<file path="config.mk">
export PLATFORM = sky130hd
export DESIGN_NAME = dcu_flat
export DESIGN_NICKNAME = d
export VERILOG_FILES = /design/src/rtl/dcu_if.sv /design/src/rtl/dcu.sv /design/src/flat_wrapper.sv
export SDC_FILE = /design/constraint.sdc
export NUM_CORES = 1
export LEC_CHECK = 0
export CAP_MARGIN = 20
export CORE_MARGIN = 1.5
export CORE_UTILIZATION = 68
export DETAILED_ROUTE_END_ITERATION = 12
export GPL_ROUTABILITY_DRIVEN = 0
export PLACE_DENSITY_LB_ADDON = 0.3
export SETUP_SLACK_MARGIN = 0.2
export SYNTH_ARGS = -nofsm -noshare
export SYNTH_HDL_FRONTEND = slang
export SYNTH_SLANG_ARGS = --single-unit
</file>
<file path="constraint.sdc">
create_clock -name clk -period 6.3 [get_ports clk]
set_input_delay 1.575 -clock clk [delete_from_list [all_inputs] [get_ports clk]]
set_output_delay 1.575 -clock clk [all_outputs]
set_load 0.01 [all_outputs]
</file>
<file path="src/rtl/dcu_if.sv">
// DCU bus interface: nibble-serial ciphertext/key input and plaintext output.
// The optional err output exists only when DCU_ERR_EN is defined.
interface dcu_if;
    logic       in_valid;
    logic [3:0] din;
    logic [3:0] kin;
    logic [3:0] dout;
    logic       out_valid;
    logic       busy;
`ifdef DCU_ERR_EN
    logic       err;

    modport master (output in_valid, din, kin, input dout, out_valid, busy, err);
    modport slave  (input in_valid, din, kin, output dout, out_valid, busy, err);
`else
    modport master (output in_valid, din, kin, input dout, out_valid, busy);
    modport slave  (input in_valid, din, kin, output dout, out_valid, busy);
`endif
endinterface

</file>
<file path="src/rtl/dcu.sv">
// DCU: Mini-AES (16-bit block, 16-bit key) decryption unit.
// Four nibble beats load ciphertext and key; round keys are expanded on the fly,
// three decryption rounds run one per cycle and the plaintext streams out as
// four nibbles, most-significant first.
// Optional feature: define DCU_ERR_EN to add an err pulse for ignored beats.
module dcu (
    input  logic clk,
    input  logic rst_n,
    dcu_if.slave bus
);
    // Forward and inverse S-boxes, entry for input x at bit offset 4*(15-x).
    localparam logic [63:0] SBOX  = 64'hE4D12FB83A6C5907;
    localparam logic [63:0] ISBOX = 64'hE3481CAF7D96B205;

    typedef enum logic [2:0] {
        StIdle, StLoad, StKey1, StKey2, StR2, StR1, StR0, StOut
    } state_e;

    function automatic logic [3:0] sbox(input logic [3:0] x);
        return SBOX[{~x, 2'b00} +: 4];
    endfunction

    function automatic logic [15:0] inv_sub(input logic [15:0] s);
        return {ISBOX[{~s[15:12], 2'b00} +: 4], ISBOX[{~s[11:8], 2'b00} +: 4],
                ISBOX[{~s[7:4], 2'b00} +: 4],   ISBOX[{~s[3:0], 2'b00} +: 4]};
    endfunction

    // Multiply by x in GF(2^4) modulo x^4+x+1.
    function automatic logic [3:0] gm2(input logic [3:0] x);
        return {x[2:0], 1'b0} ^ (x[3] ? 4'h3 : 4'h0);
    endfunction

    // Columns (n0,n1),(n2,n3) times [[3,2],[2,3]]; self-inverse.
    function automatic logic [15:0] mix(input logic [15:0] s);
        logic [3:0] a, b, c, d;
        a = s[15:12];
        b = s[11:8];
        c = s[7:4];
        d = s[3:0];
        return {gm2(a) ^ a ^ gm2(b), gm2(a) ^ gm2(b) ^ b,
                gm2(c) ^ c ^ gm2(d), gm2(c) ^ gm2(d) ^ d};
    endfunction

    // Swap n1 and n3.
    function automatic logic [15:0] shift_rows(input logic [15:0] s);
        return {s[15:12], s[3:0], s[7:4], s[11:8]};
    endfunction

    function automatic logic [15:0] key_step(input logic [15:0] k, input logic [3:0] rc);
        logic [3:0] a, b, c, d;
        a = k[15:12] ^ sbox(k[3:0]) ^ rc;
        b = k[11:8] ^ a;
        c = k[7:4] ^ b;
        d = k[3:0] ^ c;
        return {a, b, c, d};
    endfunction

    state_e      r_state, w_state_nxt;
    logic [1:0]  r_cnt, w_cnt_nxt;
    logic [15:0] r_blk, w_blk_nxt;
    logic [15:0] r_k0, w_k0_nxt;
    logic [15:0] r_k1, w_k1_nxt;
    logic [15:0] r_k2, w_k2_nxt;
    logic [3:0]  r_dout, w_dout_nxt;
    logic        r_out_valid, w_out_valid_nxt;
    logic        w_busy;
    logic        w_accept;

    assign w_busy   = (r_state != StIdle) && (r_state != StLoad);
    // Beats are taken only while idle/loading and not still presenting output.
    assign w_accept = bus.in_valid && !w_busy && !r_out_valid;

    // Next-state and datapath: one transform per state.
    always_comb begin
        w_state_nxt     = r_state;
        w_cnt_nxt       = r_cnt;
        w_blk_nxt       = r_blk;
        w_k0_nxt        = r_k0;
        w_k1_nxt        = r_k1;
        w_k2_nxt        = r_k2;
        w_dout_nxt      = 4'h0;
        w_out_valid_nxt = 1'b0;
        unique case (r_state)
            StIdle, StLoad: begin
                if (w_accept) begin
                    w_blk_nxt = {r_blk[11:0], bus.din};
                    w_k0_nxt  = {r_k0[11:0], bus.kin};
                    w_cnt_nxt = r_cnt + 2'd1;
                    w_state_nxt = (r_cnt == 2'd3) ? StKey1 : StLoad;
                end
            end
            StKey1: begin
                w_k1_nxt    = key_step(r_k0, 4'h1);
                w_state_nxt = StKey2;
            end
            StKey2: begin
                w_k2_nxt    = key_step(r_k1, 4'h2);
                w_state_nxt = StR2;
            end
            StR2: begin
                w_blk_nxt   = inv_sub(shift_rows(r_blk ^ r_k2));
                w_state_nxt = StR1;
            end
            StR1: begin
                w_blk_nxt   = inv_sub(shift_rows(mix(r_blk ^ r_k1)));
                w_state_nxt = StR0;
            end
            StR0: begin
                w_blk_nxt   = r_blk ^ r_k0;
                w_cnt_nxt   = 2'd0;
                w_state_nxt = StOut;
            end
            StOut: begin
                w_dout_nxt      = r_blk[15:12];
                w_out_valid_nxt = 1'b1;
                w_blk_nxt       = {r_blk[11:0], 4'h0};
                w_cnt_nxt       = r_cnt + 2'd1;
                if (r_cnt == 2'd3) begin
                    w_state_nxt = StIdle;
                end
            end
            default: w_state_nxt = StIdle;
        endcase
    end

    // State, key and output registers with asynchronous clear.
    always_ff @(posedge clk or negedge rst_n) begin
        if (!rst_n) begin
            r_state     <= StIdle;
            r_cnt       <= 2'd0;
            r_blk       <= 16'h0;
            r_k0        <= 16'h0;
            r_k1        <= 16'h0;
            r_k2        <= 16'h0;
            r_dout      <= 4'h0;
            r_out_valid <= 1'b0;
        end else begin
            r_state     <= w_state_nxt;
            r_cnt       <= w_cnt_nxt;
            r_blk       <= w_blk_nxt;
            r_k0        <= w_k0_nxt;
            r_k1        <= w_k1_nxt;
            r_k2        <= w_k2_nxt;
            r_dout      <= w_dout_nxt;
            r_out_valid <= w_out_valid_nxt;
        end
    end

    assign bus.dout      = r_dout;
    assign bus.out_valid = r_out_valid;
    assign bus.busy      = w_busy;

`ifdef DCU_ERR_EN
    logic r_err;

    // One-cycle flag for any beat dropped while busy or presenting output.
    always_ff @(posedge clk or negedge rst_n) begin
        if (!rst_n) begin
            r_err <= 1'b0;
        end else begin
            r_err <= bus.in_valid && (w_busy || r_out_valid);
        end
    end

    assign bus.err = r_err;
`endif
endmodule

</file>
<file path="src/flat_wrapper.sv">
// flat-port wrapper written by rule: the top's interface ports become plain ports
module dcu_flat 
  (clk, rst_n, bus_in_valid, bus_din, bus_kin, bus_dout, bus_out_valid, bus_busy);
  dcu_if bus_i ();
  input  logic clk;
  input  logic rst_n;
  input wire logic [$bits(bus_i.in_valid)-1:0] bus_in_valid;
  input wire logic [$bits(bus_i.din)-1:0] bus_din;
  input wire logic [$bits(bus_i.kin)-1:0] bus_kin;
  output wire logic [$bits(bus_i.dout)-1:0] bus_dout;
  output wire logic [$bits(bus_i.out_valid)-1:0] bus_out_valid;
  output wire logic [$bits(bus_i.busy)-1:0] bus_busy;
  assign bus_i.in_valid = bus_in_valid;
  assign bus_i.din = bus_din;
  assign bus_i.kin = bus_kin;
  assign bus_dout = bus_i.dout;
  assign bus_out_valid = bus_i.out_valid;
  assign bus_busy = bus_i.busy;
  dcu u_core (.clk(clk), .rst_n(rst_n), .bus(bus_i));
endmodule
</file>
==> metrics.txt, run 1 <==
Max Cap Viol=0; fin crit period=around 3.5 ns; M2 GR Usage=57.2%; outcome=finished, final reports clean; clock sink count=74; CTS resizes=0; Hold Path Class=reg -> reg; Worst setup EP type=output port; yosys warns=0; dpl hpwl=roughly 11 mm; sequential area share after synthesis=31.9%; fmax=286 MHz; vias in the first global route=between 4000 and 5000; fillcell total=about 600; share of post-route cells with drive strength above 1=under 10%; CP max stage delay=0.72 ns; busiest grt layer=met2; Rows=33; grt ovf=0; Initial Utilization=a little over two thirds; die area=roughly 9100 um^2; met3 usage=5.42%; area of the mapped netlist=between 5000 and 6000 um^2; Area Growth Syn to Fin=6.15%; Final nets=651; Max transition margin=29.3%; CTS Buf Count=9; die width=roughly 95 um; Iteration-0 DRC Markers=~440; first-pass GRT wire length=~24 mm; syn_nets=between 600 and 700; CP Launch Type=flop; clk root buf=clkbuf_8; Mean Syn Cell Area=9.42 um^2; worst endpoint data arrival time=1.92 ns; GRT Total Usage=between 30% and 40%; antenna viol nets, final=0; I/O pins=17; worst slew pin tran=1.06 ns; CTS tree=yes; crit path buf inv count=2; maximum clock insertion buffer count=2; RSZ-0062 raised after global routing=false; Clock Latency Late Sink=between 0.3 and 0.4 ns; register bit total from synthesis=74; setup violators final=0; average routed wire per standard cell=between 20 and 25 um; Clock transition at path regs=about 0.07 ns; cell-by-cell trace of the critical path=nor2_1, inv_1, clkdlybuf4s50_1; DR vias/cell=approximately 6.6; Post-CTS Setup Inserts=0; final hold viol count=0; Mapped Cells=between 600 and 700; worst-path fanout max=18; met1 usage=47.7%; core area=about 8300 um^2; first-pass iteration count of the detailed router=5; total negative slack=0 ns; Post-Route WL=between 10 and 15 mm; clock skew=approximately 0.017 ns; Synth cell types=65; slowest CP cell=dfrtp_1; number of synthesized flops with an enable pin=0; Final Cycle Share=55.4%; I/O Buffers=16; ANT cells=0; worst path required time=around 4.7 ns; Crit path max-delay family=flip-flops; routed vias=about 4700; largest net degree at the start of global routing=75; hold buffers post-CTS=0; Async SR Flop Fraction=100%; Final Max Slew Viols=0; Crit Path Class=reg -> out; DRC Markers=0; H-tree Lvls=3; top_reg_cell synth=dfrtp_1; antenna violations before repair=0; Die H=approximately 95 um
-- final timing paths --
| check | start | to | slack (ns) | cells after the start |
|---|---|---|---|---|
| setup / recovery | u_core.r_state[2] | bus_busy | 2.81 | 3 |
| hold / removal | u_core.r_cnt[0] | u_core.r_cnt[0] | 0.50 | 1 |
| setup reg to reg | u_core.r_state[2] | u_core.r_blk[3] | 2.97 | 9 |
| hold reg to reg | u_core.r_cnt[0] | u_core.r_cnt[0] | 0.50 | 1 |
| max in group asynchronous | rst_n | u_core.bus.dout[0] | 4.33 | 1 |
| min in group asynchronous | rst_n | u_core.r_k1[8] | 1.36 | 1 |
-- worst register-to-register path, cell delays in order (launching register included) --
cell and delay (ns):
dfrtp_1 0.72, and3b_1 0.63, mux2i_1 0.36, xor2_1 0.40, inv_1 0.12, ha_1 0.32, nand3_1 0.11, o21a_1 0.13
mux2i_1 0.26, o211ai_1 0.14
-- flip-flops by register name, summed over array words and instances (netlist names) --
register / cells
u_core.bus.out_valid: 1
u_core.r_k1: 16
u_core.r_blk: 16
u_core.r_k2: 16
u_core.bus.dout: 4
u_core.r_cnt: 2
u_core.r_k0: 16
u_core.r_state: 3
-- kinds of logic after synthesis --
logic type               Yosys count  share of synthesized area [%]
AND/OR/NAND/NOR                  172                           13.0
XOR/XNOR                          98                           21.2
flip-flops                        74                           31.9
buffers and inverters             64                           4.57
adder cells (fa/ha/maj)           31                           6.69
multiplexers                      37                           7.23
AO/OA/AOI/OAI                    140                           15.4
-- stage by stage --
step / instances / hold slack, ns / util (%) / setup WS, ns / instance area, um^2
after floorplan: 616 / 0.449 / - / 3.43 / 5800
after global placement: 703 / 0.462 / 72.0 / 2.68 / 5950
after detailed placement: 703 / 0.479 / 72.0 / 2.60 / 5950
after CTS: 718 / 0.498 / 74.6 / 2.83 / 6160
after global routing: 718 / 0.539 / 74.6 / 2.71 / 6160
final: 718 / 0.500 / 74.6 / 2.81 / 6160
-- routing by layer --
metal	share of wire, %	routed length (um)	vias up
met5	0	0	-
met4	4.1	609	0
met3	7.1	1050	48
met2	48	7040	253
met1	41	6000	2303
li1	-	-	2120
-- Yosys cell counts, types with 6 or more instances --
cell / n / share of area [%]
nand2_1: 87 / 5.6
dfrtp_1: 74 / 32
o21ai_0: 46 / 4.0
xnor2_1: 36 / 5.4
nor2_1: 34 / 2.2
xor2_1: 32 / 4.8
ha_1: 31 / 6.7
clkbuf_1: 23 / 1.5
inv_1: 22 / 1.4
a21oi_1: 20 / 1.7
mux2_2: 19 / 3.7
xnor3_1: 18 / 7.0
mux2i_1: 16 / 2.8
nor3_1: 15 / 1.3
o21ai_1: 13 / 1.1
a211oi_1: 8 / 1.0
nand2b_1: 7 / 0.75
a221oi_1: 6 / 0.91
a31oi_1: 6 / 0.65
buf_2: 6 / 0.52
-- layout by cell type, fill, tap and decap left out, drive strengths merged, types with 6 or more instances in the layout --
| cell type | synthesis | layout |
|---|---|---|
| clkbuf | 24 | 11 |
| xnor3 | 18 | 18 |
| a211oi | 9 | 9 |
| mux2i | 17 | 17 |
| ha | 31 | 31 |
| nor3 | 15 | 15 |
| a31oi | 6 | 6 |
| nor2 | 34 | 34 |
| a221oi | 6 | 6 |
| xor2 | 35 | 35 |
| o21ai | 60 | 60 |
| nand2b | 7 | 7 |
| nand2 | 87 | 87 |
| inv | 25 | 25 |
| mux2 | 19 | 19 |
| a21oi | 20 | 20 |
| dfrtp | 74 | 74 |
| clkdlybuf4s50 | 0 | 15 |
| xnor2 | 41 | 41 |
-- area by class of cell --
type	instances	area [um^2]	area share, %
repair buffers	19	180	2.93
well taps	105	131	2.13
inverters	27	101	1.65
flip-flops and latches	74	1850	30.1
multi-input cells	478	3680	59.8
clock inverters	4	77.6	1.26
clock buffers	11	131	2.13
Power of run 1 is not shown: default switching activity piles up to over one toggle a cycle in this logic, so the estimate is an artifact.
==> run 2, diff against run 1 <==
--- a/config.mk
+++ b/config.mk
@@ -7,7 +7,7 @@
 export LEC_CHECK = 0
 export CAP_MARGIN = 20
 export CORE_MARGIN = 1.5
-export CORE_UTILIZATION = 68
+export CORE_UTILIZATION = 63
 export DETAILED_ROUTE_END_ITERATION = 12
 export GPL_ROUTABILITY_DRIVEN = 0
 export PLACE_DENSITY_LB_ADDON = 0.3
==> constraint.sdc (replaced) <==
create_clock -name clk -period 3.35 [get_ports clk]
set_input_delay 0.8375 -clock clk [delete_from_list [all_inputs] [get_ports clk]]
set_output_delay 0.8375 -clock clk [all_outputs]
set_load 0.01 [all_outputs]
==> metrics.txt, run 2 (synthesis gave the netlist of run 1 again) <==
outcome=finished, final reports clean; Final nets=662 (+1.7%); Initial Utilization=65.9% (-4.4 points); total negative slack=0 ns (unchanged); Clock transition at path regs=0.09 ns (+0.02 ns); reg2reg end=u_core.r_blk[11]; Setup crit end=u_core.r_blk[11]; clock sink count=74 (unchanged); register-to-register setup slack=0.31 ns (-2.66 ns); routed vias=4639 (-1.8%); final hold viol count=0 (unchanged); crit path buf inv count=0 (-2); worst path required time=3.61 ns (-1.11 ns); DR vias/cell=6.33 (-3.8%); R2R depth=9 (unchanged); average routed wire per standard cell=20.6 um (+0.41%); die area=9790 um^2 (+7.7%); fin crit period=3.04 ns; fmax=approximately 330 MHz; Final Max Slew Viols=0 (unchanged); worst slew pin tran=0.951 ns (-0.106 ns); CP Launch Type=flop; total placed cells including tap cells=717 (+2.0%); crit path from=u_core.r_blk[3]; slowest CP cell=dfrtp_1; most common cell after layout, fill and taps aside=nand2_1; first-pass iteration count of the detailed router=5 (unchanged); maximum clock insertion buffer count=2 (unchanged); ANT cells=0 (unchanged); DRC Markers=0 (unchanged); Iteration-0 DRC Markers=406 (-6.7%); clock skew=0.0119 ns (-0.00501 ns); dpl hpwl=10.9 mm (+2.6%); Post-Route WL=15.1 mm (+2.5%); fin cells=733 (+2.1%); HP Start=u_core.r_k2[14]; Rows=34 (+3.0%); I/O Buffers=16 (unchanged); R2R Path Start=u_core.r_blk[3]; RSZ-0062 raised after global routing=false; Max Cap Viol=0 (unchanged); Hold Path Class=reg -> reg; worst endpoint data arrival time=3.29 ns (+1.37 ns); die width=99.0 um (+3.8%); antenna violations before repair=0 (unchanged); hold buffers post-CTS=0 (unchanged); H-tree Lvls=3 (unchanged); I/O pins=17 (unchanged); core area=8810 um^2 (+6.6%); setup violators final=0 (unchanged); cell-by-cell trace of the critical path=xor2_2, xnor2_2, xnor3_1, mux2i_4, xor2_4, ha_1, and2_1, or3_1, a31o_1; CP max stage delay=0.48 ns (-0.24 ns); share of post-route cells with drive strength above 1=11.0% (+2.4 points); commonest non-fill, non-tap cells in the layout=nand2_1 (87), dfrtp_1 (74), o21ai_0 (46), nor2_1 (34), xnor2_1 (34); Crit Path Class=reg -> reg; antenna viol nets, final=0 (unchanged); Max transition margin=36.4% (+7.1 points); GRT Total Usage=32.6% (-3.0 points); Clock Latency Late Sink=0.36 ns (about the same); Area Growth Syn to Fin=8.37%; Die H=99.0 um (+3.8%); CTS tree=yes; worst-path fanout max=6 (-12); Crit path max-delay family=XOR/XNOR gates; first-pass GRT wire length=24.3 mm (+2.4%); Worst setup EP type=flop; clk root buf=clkbuf_8; Final Cycle Share=between 90% and 100%; largest net degree at the start of global routing=75 (unchanged); grt ovf=0 (unchanged); CTS Buf Count=9 (unchanged); Crit path depth=9 (+6); vias in the first global route=4618 (+1.2%)
-- run 2: changes by cell type in the layout (fill, tap and decap cells not counted) --
| cell | before | now |
|---|---|---|
| buf_4 | 4 | 15 |
| xnor2_1 | 36 | 34 |
| xnor2_2 | 5 | 7 |
| clkbuf_1 | 2 | 1 |
| clkinv_2 | 0 | 1 |
| clkinv_4 | 2 | 1 |
| clkinvlp_4 | 0 | 1 |
| inv_6 | 0 | 1 |
| xor2_1 | 32 | 31 |
| xor2_4 | 0 | 1 |
-- run 2: cell type report --
class | instances | area [um^2]
fill | 643 | 2520
multi-input combinational | 478 | 3720
inverter | 27 | 101
clock buffer | 10 | 128
tap | 108 | 135
timing repair buffer | 30 | 263
clock inverter | 6 | 90.1
sequential | 74 | 1850
-- run 2: how the worst min path moves through the flow --
stage	to	slack, ns	cells after the start
final	u_core.r_k2[14]	0.49	2
after global routing	u_core.r_k2[14]	0.53	2
after CTS	u_core.r_cnt[0]	0.50	1
after detailed placement	u_core.r_k2[14]	0.49	2
after global placement	u_core.r_k2[14]	0.46	2
after floorplan	u_core.r_k2[12]	0.45	2
-- run 2: layer usage --
layer	track usage (%)	vias up	routed length, um
li1	-	2129	-
met1	42.4	2216	6070
met2	52.8	247	7080
met3	7.45	47	1390
met4	13.7	0	528
met5	0	-	0
-- run 2: tightest hold or removal path, delay by kind of cell, from the launching register on --
family / cells / cell delay, ns
DFF: 1 / 0.36
AOI/OAI and AO/OA: 1 / 0.06
and+or+nand+nor: 1 / 0.05
-- run 2: what timing repair did --
item / 4_1_cts / 5_1_grt
resized for setup: 0 / 4
setup buffers: 0 / 0
setup endpoints to repair: 0 / 3
-- run 2: stage by stage --
stage                     hold WS, ns  setup slack (ns)  util [%]  area [um^2]
final                           0.494             0.311      71.4         6290
after global routing            0.535             0.201      71.4         6290
after CTS                       0.499             0.255      71.0         6250
after detailed placement        0.485             0.277      68.5         6030
after global placement          0.464             0.369      68.5         6030
after floorplan                 0.449             0.479         -         5800
Power of run 2 is left out for the same reason.
